$ cat src/rtl/game_controller_mp_if.sv
// Handshake bundle between the key decoder / game core and game_controller_mp.
// The master side drives the press pulses, move_tick and game_over; the controller is the slave.
interface game_controller_mp_if #(
  parameter int N_PLAYERS = 2,
  parameter int CW        = 2
);
  logic [4*N_PLAYERS-1:0] dir_press;
  logic                   space_press;
  logic                   r_press;
  logic                   move_tick;
  logic                   game_over;
  logic [3*N_PLAYERS-1:0] dir;
  logic [2:0]             game_state;
  logic                   game_run;
  logic [CW-1:0]          countdown;
  logic                   game_reset_pulse;
  logic [N_PLAYERS-1:0]   q_overflow;

  modport master (
    output dir_press, space_press, r_press, move_tick, game_over,
    input  dir, game_state, game_run, countdown, game_reset_pulse, q_overflow
  );

  modport slave (
    input  dir_press, space_press, r_press, move_tick, game_over,
    output dir, game_state, game_run, countdown, game_reset_pulse, q_overflow
  );
endinterface

$ cat src/rtl/game_controller_mp.sv
// Game state FSM (STOPPED/COUNTDOWN/RUNNING/PAUSED/OVER) plus one direction queue per player,
// each queue drained one entry per RUNNING move_tick.
module game_controller_mp #(
  parameter int N_PLAYERS     = 2,
  parameter int QDEPTH        = 4,
  parameter int START_TICKS   = 3,
  parameter bit ALLOW_REVERSE = 1'b0,
  localparam int CW = (START_TICKS > 0) ? $clog2(START_TICKS + 1) : 1
) (
  input logic                 clk,
  input logic                 rst,
  game_controller_mp_if.slave bus
);

  localparam int CNTW = $clog2(QDEPTH + 1);

  localparam logic [2:0] D_NONE  = 3'd0;
  localparam logic [2:0] D_UP    = 3'd1;
  localparam logic [2:0] D_DOWN  = 3'd2;
  localparam logic [2:0] D_LEFT  = 3'd3;
  localparam logic [2:0] D_RIGHT = 3'd4;

  typedef enum logic [2:0] {
    ST_STOPPED   = 3'd0,
    ST_COUNTDOWN = 3'd1,
    ST_RUNNING   = 3'd2,
    ST_PAUSED    = 3'd3,
    ST_OVER      = 3'd4
  } state_t;

  // One code per cycle even when several keys arrive together: up > down > left > right.
  function automatic logic [2:0] press_code(input logic [3:0] keys);
    if (keys[0])      return D_UP;
    else if (keys[1]) return D_DOWN;
    else if (keys[2]) return D_LEFT;
    else if (keys[3]) return D_RIGHT;
    else              return D_NONE;
  endfunction

  function automatic logic [2:0] opposite(input logic [2:0] code);
    case (code)
      D_UP:    return D_DOWN;
      D_DOWN:  return D_UP;
      D_LEFT:  return D_RIGHT;
      D_RIGHT: return D_LEFT;
      default: return D_NONE;
    endcase
  endfunction

  state_t        state, state_n;
  logic [CW-1:0] countdown, countdown_n;
  logic          pulse, pulse_n;
  logic          run;

  logic [2:0]      q      [N_PLAYERS][QDEPTH];
  logic [2:0]      q_n    [N_PLAYERS][QDEPTH];
  logic [CNTW-1:0] cnt    [N_PLAYERS];
  logic [CNTW-1:0] cnt_n  [N_PLAYERS];
  logic [2:0]      dir_r  [N_PLAYERS];
  logic [2:0]      dir_n  [N_PLAYERS];
  logic [N_PLAYERS-1:0] ovf, ovf_n;

  always_comb begin
    state_n     = state;
    countdown_n = '0;
    pulse_n     = 1'b0;
    case (state)
      ST_STOPPED: begin
        if (bus.r_press) begin
          pulse_n = 1'b1;
        end else if (bus.space_press) begin
          if (START_TICKS == 0) begin
            state_n = ST_RUNNING;
          end else begin
            state_n     = ST_COUNTDOWN;
            countdown_n = CW'(START_TICKS);
          end
        end
      end
      ST_COUNTDOWN: begin
        if (bus.r_press) begin
          pulse_n = 1'b1;
          state_n = ST_STOPPED;
        end else if (bus.space_press) begin
          state_n = ST_STOPPED;
        end else if (bus.move_tick) begin
          if (countdown == CW'(1)) state_n = ST_RUNNING;
          else                     countdown_n = countdown - CW'(1);
        end else begin
          countdown_n = countdown;
        end
      end
      ST_RUNNING: begin
        if (bus.game_over)        state_n = ST_OVER;
        else if (bus.space_press) state_n = ST_PAUSED;
      end
      ST_PAUSED: begin
        if (bus.r_press) begin
          pulse_n = 1'b1;
          state_n = ST_STOPPED;
        end else if (bus.space_press) begin
          state_n = ST_RUNNING;
        end
      end
      ST_OVER: begin
        if (bus.r_press) begin
          pulse_n = 1'b1;
          state_n = ST_STOPPED;
        end
      end
      default: state_n = ST_STOPPED;
    endcase
  end

  always_ff @(posedge clk) begin
    if (rst) begin
      state     <= ST_STOPPED;
      countdown <= '0;
      pulse     <= 1'b1;
      run       <= 1'b0;
    end else begin
      state     <= state_n;
      countdown <= countdown_n;
      pulse     <= pulse_n;
      run       <= (state_n == ST_RUNNING);
    end
  end

  // Queues are shift registers with the head at index 0; a push lands at the first free slot
  // after any pop of this cycle has been applied.
  always_comb begin
    logic [2:0] code;
    logic [2:0] last;
    logic       accept;
    logic       pop;
    logic       full;
    logic       take;
    logic       push;
    int         wpos;
    accept = ((state == ST_COUNTDOWN) || (state == ST_RUNNING)) && !pulse;
    ovf_n  = ovf;
    for (int p = 0; p < N_PLAYERS; p++) begin
      q_n[p]   = q[p];
      cnt_n[p] = cnt[p];
      dir_n[p] = dir_r[p];
      code     = press_code(bus.dir_press[4*p +: 4]);
      last     = dir_r[p];
      for (int i = 0; i < QDEPTH; i++) begin
        if (i == int'(cnt[p]) - 1) last = q[p][i];
      end
      pop  = (state == ST_RUNNING) && bus.move_tick && (cnt[p] != '0);
      full = (int'(cnt[p]) == QDEPTH);
      take = accept && (code != D_NONE) && (code != last) &&
             (ALLOW_REVERSE || (code != opposite(last)));
      push = take && (!full || pop);
      if (take && full && !pop) ovf_n[p] = 1'b1;
      if (pop) begin
        dir_n[p] = q[p][0];
        for (int i = 0; i < QDEPTH - 1; i++) q_n[p][i] = q[p][i+1];
      end
      wpos = int'(cnt[p]) - (pop ? 1 : 0);
      if (push) begin
        for (int i = 0; i < QDEPTH; i++) begin
          if (i == wpos) q_n[p][i] = code;
        end
      end
      cnt_n[p] = cnt[p] + CNTW'(push) - CNTW'(pop);
      if (pulse) begin
        cnt_n[p] = '0;
        dir_n[p] = D_NONE;
        ovf_n[p] = 1'b0;
      end
    end
  end

  always_ff @(posedge clk) begin
    if (rst) begin
      ovf <= '0;
      for (int p = 0; p < N_PLAYERS; p++) begin
        cnt[p]   <= '0;
        dir_r[p] <= D_NONE;
      end
    end else begin
      ovf <= ovf_n;
      for (int p = 0; p < N_PLAYERS; p++) begin
        cnt[p]   <= cnt_n[p];
        dir_r[p] <= dir_n[p];
      end
    end
  end

  // Entry storage is qualified by cnt, so it needs no reset.
  always_ff @(posedge clk) begin
    for (int p = 0; p < N_PLAYERS; p++) begin
      for (int i = 0; i < QDEPTH; i++) q[p][i] <= q_n[p][i];
    end
  end

  for (genvar p = 0; p < N_PLAYERS; p++) begin : g_dir
    assign bus.dir[3*p +: 3] = dir_r[p];
  end

  assign bus.game_state       = state;
  assign bus.game_run         = run;
  assign bus.countdown        = countdown;
  assign bus.game_reset_pulse = pulse;
  assign bus.q_overflow       = ovf;

endmodule

$ cat src/flat_wrapper.sv
// flat-port wrapper written by rule: the top's interface ports become plain ports
module game_controller_mp_flat 
#(
  parameter int N_PLAYERS     = 2,
  parameter int QDEPTH        = 4,
  parameter int START_TICKS   = 3,
  parameter bit ALLOW_REVERSE = 1'b0,
  localparam int CW = (START_TICKS > 0) ? $clog2(START_TICKS + 1) : 1
)
  (clk, rst, bus_dir_press, bus_space_press, bus_r_press, bus_move_tick, bus_game_over, bus_dir, bus_game_state, bus_game_run, bus_countdown, bus_game_reset_pulse, bus_q_overflow);
  game_controller_mp_if #(.N_PLAYERS(N_PLAYERS), .CW((2))) bus_i ();
  input logic clk;
  input logic rst;
  input wire logic [$bits(bus_i.dir_press)-1:0] bus_dir_press;
  input wire logic [$bits(bus_i.space_press)-1:0] bus_space_press;
  input wire logic [$bits(bus_i.r_press)-1:0] bus_r_press;
  input wire logic [$bits(bus_i.move_tick)-1:0] bus_move_tick;
  input wire logic [$bits(bus_i.game_over)-1:0] bus_game_over;
  output wire logic [$bits(bus_i.dir)-1:0] bus_dir;
  output wire logic [$bits(bus_i.game_state)-1:0] bus_game_state;
  output wire logic [$bits(bus_i.game_run)-1:0] bus_game_run;
  output wire logic [$bits(bus_i.countdown)-1:0] bus_countdown;
  output wire logic [$bits(bus_i.game_reset_pulse)-1:0] bus_game_reset_pulse;
  output wire logic [$bits(bus_i.q_overflow)-1:0] bus_q_overflow;
  assign bus_i.dir_press = bus_dir_press;
  assign bus_i.space_press = bus_space_press;
  assign bus_i.r_press = bus_r_press;
  assign bus_i.move_tick = bus_move_tick;
  assign bus_i.game_over = bus_game_over;
  assign bus_dir = bus_i.dir;
  assign bus_game_state = bus_i.game_state;
  assign bus_game_run = bus_i.game_run;
  assign bus_countdown = bus_i.countdown;
  assign bus_game_reset_pulse = bus_i.game_reset_pulse;
  assign bus_q_overflow = bus_i.q_overflow;
  game_controller_mp #(.N_PLAYERS(N_PLAYERS), .QDEPTH(QDEPTH), .START_TICKS(START_TICKS), .ALLOW_REVERSE(ALLOW_REVERSE)) u_core (.clk(clk), .rst(rst), .bus(bus_i));
endmodule
$ cat config.mk
export PLATFORM = sky130hd
export DESIGN_NAME = game_controller_mp_flat
export DESIGN_NICKNAME = d
export VERILOG_FILES = /design/src/rtl/game_controller_mp_if.sv /design/src/rtl/game_controller_mp.sv /design/src/flat_wrapper.sv
export SDC_FILE = /design/constraint.sdc
export NUM_CORES = 1
export LEC_CHECK = 0
export BUFFER_PORTS_ARGS = -buffer_cell sky130_fd_sc_hd__clkbuf_2
export CORE_MARGIN = 3
export CORE_UTILIZATION = 31
export CTS_BUF_LIST = sky130_fd_sc_hd__clkbuf_2 sky130_fd_sc_hd__clkbuf_4 sky130_fd_sc_hd__clkbuf_8
export DETAILED_ROUTE_END_ITERATION = 8
export HOLD_SLACK_MARGIN = 0.02
export MAX_ROUTING_LAYER = met4
export SYNTH_ARGS = -nofsm -noshare
export SYNTH_HDL_FRONTEND = slang
export SYNTH_SLANG_ARGS = --single-unit
$ cat constraint.sdc
create_clock -name clk -period 4.25 [get_ports clk]
set_input_delay 0 -clock clk [delete_from_list [all_inputs] [get_ports clk]]
set_output_delay 0 -clock clk [all_outputs]
set_load 0.01 [all_outputs]
==> run_results.csv <==
group,metric,value,unit
outcome,outcome,"finished clean",
grt,grt_pass1_vias,2734,
cts,cts_root_buffer,"clkbuf_8",
finish,post-route-util,36.3,%
routing,dr.pass1.iters,5,
synth,synth.mux.area_fraction,15.2,%
cts,htreeDepth,2,
cts,numCtsBuffers,5,
finish,area_growth,12.5,%
cts,clock-sinks,45,
cts,cts_setup_buffers,0,
grt,grt_use_total,13.9,%
sta,tightest_slew,0.711,ns
power,p_comb_share,9.1,%
synth,synth_area_leaders,"dfxtp_1 24%, mux2i_1 15%, ha_1 5.9%",
power,power_switching,0.214,mW
die,die_area,0.0116,mm2
die,core-area,0.00991,mm2
synth,synth_top_area_cell,"dfxtp_1",
synth,synth_common_cells,"47 x mux2i_1, 39 x dfxtp_1, 31 x nor2_1",
power,p_leak,1.37,nW
sta,slew_violations,0,
grt,global_route.overflow_total,0,
synth,synthAdderAreaFrac,7.13,%
power,p_sw_share,26.3,%
min_path,worstHoldPathType,"input port to flip-flop",
finish,regArea,962,um2
synth,synthDistinctLibCells,70,
power,clockPowerShare,34.7,%
power,p_per_area,226,mW/mm2
synth,avgSynthCellArea,8.85,um2
die,io_pins,29,
sta,hold_slack,0.0389,ns
routing,drt_iter0_drc,191,
worst_setup_path,endpoint_kind,"flip-flop",
synth,synth_xor_area_share,2.74,%
synth,synth_edf_count,6,
finish,n_antenna_cell,0,
synth,synth-seq-cells,45,
worst_setup_path,critPathArrivalTime,4.15,ns
routing,drc,0,
worst_setup_path,crit_type,"flip-flop to flip-flop",
grt,grt_pass1_wl,13000,um
power,ir_worst_vdd,0.000119,V
synth,synth_simple_gate_area_share,21.0,%
worst_setup_path,max_stage_delay,0.55,ns
placement,dp_hpwl,6050,um
cts,cts.clk_slew.worst_paths,0.10,ns
sta,fin_crit,3.95,ns
sta,finalHoldViolations,0,
placement,dpl-instance-area,0.00347,mm2
cts,cts_tree,"built",
finish,multi_input_area,0.00205,mm2
synth,syn_area,0.00319,mm2
routing,antenna_left,0,
power,total_power,0.813,mW
sta,period_share,92.9,%
sta,rsz0062_at_grt,"false",
routing,routed_via_density,5.32,
grt,antenna_found_initial,0,
synth,ys_seq_area_share,30.1,%
synth,synth_warnings,0,
power,intPower,0.599,mW
die,die-width,107,um
synth,synth_compound_area_share,18.1,%
synth,synth_ff_type,"dfxtp_1",
run,drv_cap,0,
finish,postLayoutCellArea,0.00359,mm2
sta,fmax,253,MHz
grt,grt_start_max_net_pins,15,
worst_setup_path,start_kind,"flip-flop",
routing,wl,7830,um
power,p_seq_share,56.2,%
sta,fin_tns_setup,0,ns
placement,portBuffers,28,
worst_setup_path,worst_path_most_repeated_cell,"ha_1",
synth,syn_nets,392,
finish,drive_gt1_share,15.6,%
worst_setup_path,slowest_stage,"or4b_4",
finish,final_nets,421,
sta,finalSetupViolations,0,
synth,synthArstFlopShare,0,%
sta,max_slew_margin,52.6,%
sta,fin_skew,0.0105,ns
die,die_h,107,um
cts,clock_latency,0.31,ns
cts,clk_path_buf_depth,2,
finish,n_fill_cell,1025,
worst_setup_path,worstPathCellList,"inv_1, ha_1, or4b_4, or2_0, o211a_2, a21oi_4, xnor2_1, a311o_1, a311oi_1, ha_1, fa_1, and2_1",
worst_setup_path,crit_fanout,10,
synth,synth.top_cell.area_share,24.5,%
die,start_util,32.2,%
die,num_rows,36,
synth,synth_top_family_by_area,"simple AND/OR/NAND/NOR gates",
worst_setup_path,crit_required,4.45,ns
routing,num_vias,2789,
synth,synth_most_common_cell,"mux2i_1",
routing,routedWlPerCell,14.9,um
placement,gp_congestion,0.902,
synth,syn_inst,361,
[worst paths after layout]
kind / start / endpoint / slack [ns] / cells past startpoint
max reg2reg: u_core.cnt[0][4] / u_core.cnt[0][4] / 0.30 / 12
min: bus_dir_press[3] / u_core.q[0][8] / 0.04 / 3
min reg2reg: u_core.bus.q_overflow[1] / u_core.bus.q_overflow[1] / 0.52 / 2
max: u_core.cnt[0][4] / u_core.cnt[0][4] / 0.30 / 12
[cell families after synthesis]
logic type,Yosys count
and+or+nand+nor,121
AOI/OAI and AO/OA,77
muxes,48
DFF,45
buffers and inverters,43
adders and majority gates,17
xor gates and xnor gates,10
[worst max-delay path: cells and delay by family, from the launching register on]
family                   cells  cell delay, ns
AO/OA/AOI/OAI                4            1.09
adder cells (fa/ha/maj)      3            0.96
AND/OR/NAND/NOR              3            0.92
XOR/XNOR                     1            0.11
buffers and inverters        1            0.24
flip-flops                   1            0.51
[state kept, by name (all words and copies together), names as in the netlist]
register	flops
u_core.bus.countdown	2
u_core.bus.game_reset_pulse	1
u_core.bus.game_run	1
u_core.bus.game_state	3
u_core.bus.q_overflow	2
u_core.cnt	6
u_core.dir_r	6
u_core.q	24
[area by class of cell]
type,instances,share of cell area [%]
Tap cell,133,4.63
Sequential cell,45,26.8
Clock inverter,2,0.418
Multi-Input combinational cell,273,57.1
Timing Repair Buffer,37,5.99
Clock buffer,6,2.12
Inverter,28,2.93
[per-layer routing]
layer / routed length (um) / track usage (%) / vias to the layer above
li1: - / - / 1381
met1: 3670 / 18.0 / 1302
met2: 3540 / 21.8 / 100
met3: 535 / 3.18 / 6
met4: 84 / 3.88 / 0
met5: 0 / - / -
[stage by stage]
step	worst slack, ns	instances
finish	0.301	524
global route	0.0527	524
CTS	0.272	524
detailed placement	0.313	513
global placement	0.409	513
floorplan	0.557	361
[what timing repair did]
action | 4_1_cts | 5_1_grt
setup endpoints to repair | 0 | 2
hold buffers | 3 | 0
endpoints found under the hold margin | 4 | 0
gates resized for setup | 0 | 2
[cell usage in the layout (no fill, tap or decap), types with 3 or more instances in the layout]
cell type and instances:
o31ai_1 3, ha_1 15, nand3_1 9, a21oi_1 14, nor3_1 10, dlygate4sd3_1 3, nand2b_1 7, nand4_1 5
clkbuf_8 5, buf_4 6, nor4_1 5, xnor2_1 7, dfxtp_1 38, inv_1 28, nor2b_1 6, xor2_1 3
o211ai_1 4, and2_1 8, edfxtp_1 6, nor2_1 31, mux2i_1 47, a2111oi_0 3, nand2_1 16, o31a_1 5
clkbuf_2 28, a31oi_1 7, o21ai_0 14, and3_1 4, a32oi_1 3
[power groups by stage]
stage	clock network, mW	logic, mW	registers [mW]
floorplan	0	0.0474	0.462
global placement	0	0.0701	0.467
detailed placement	0	0.0716	0.466
CTS	0.288	0.0740	0.457
global route	0.302	0.0832	0.458
finish	0.282	0.0742	0.456
Note: power is estimated with default switching activity, not from simulation.
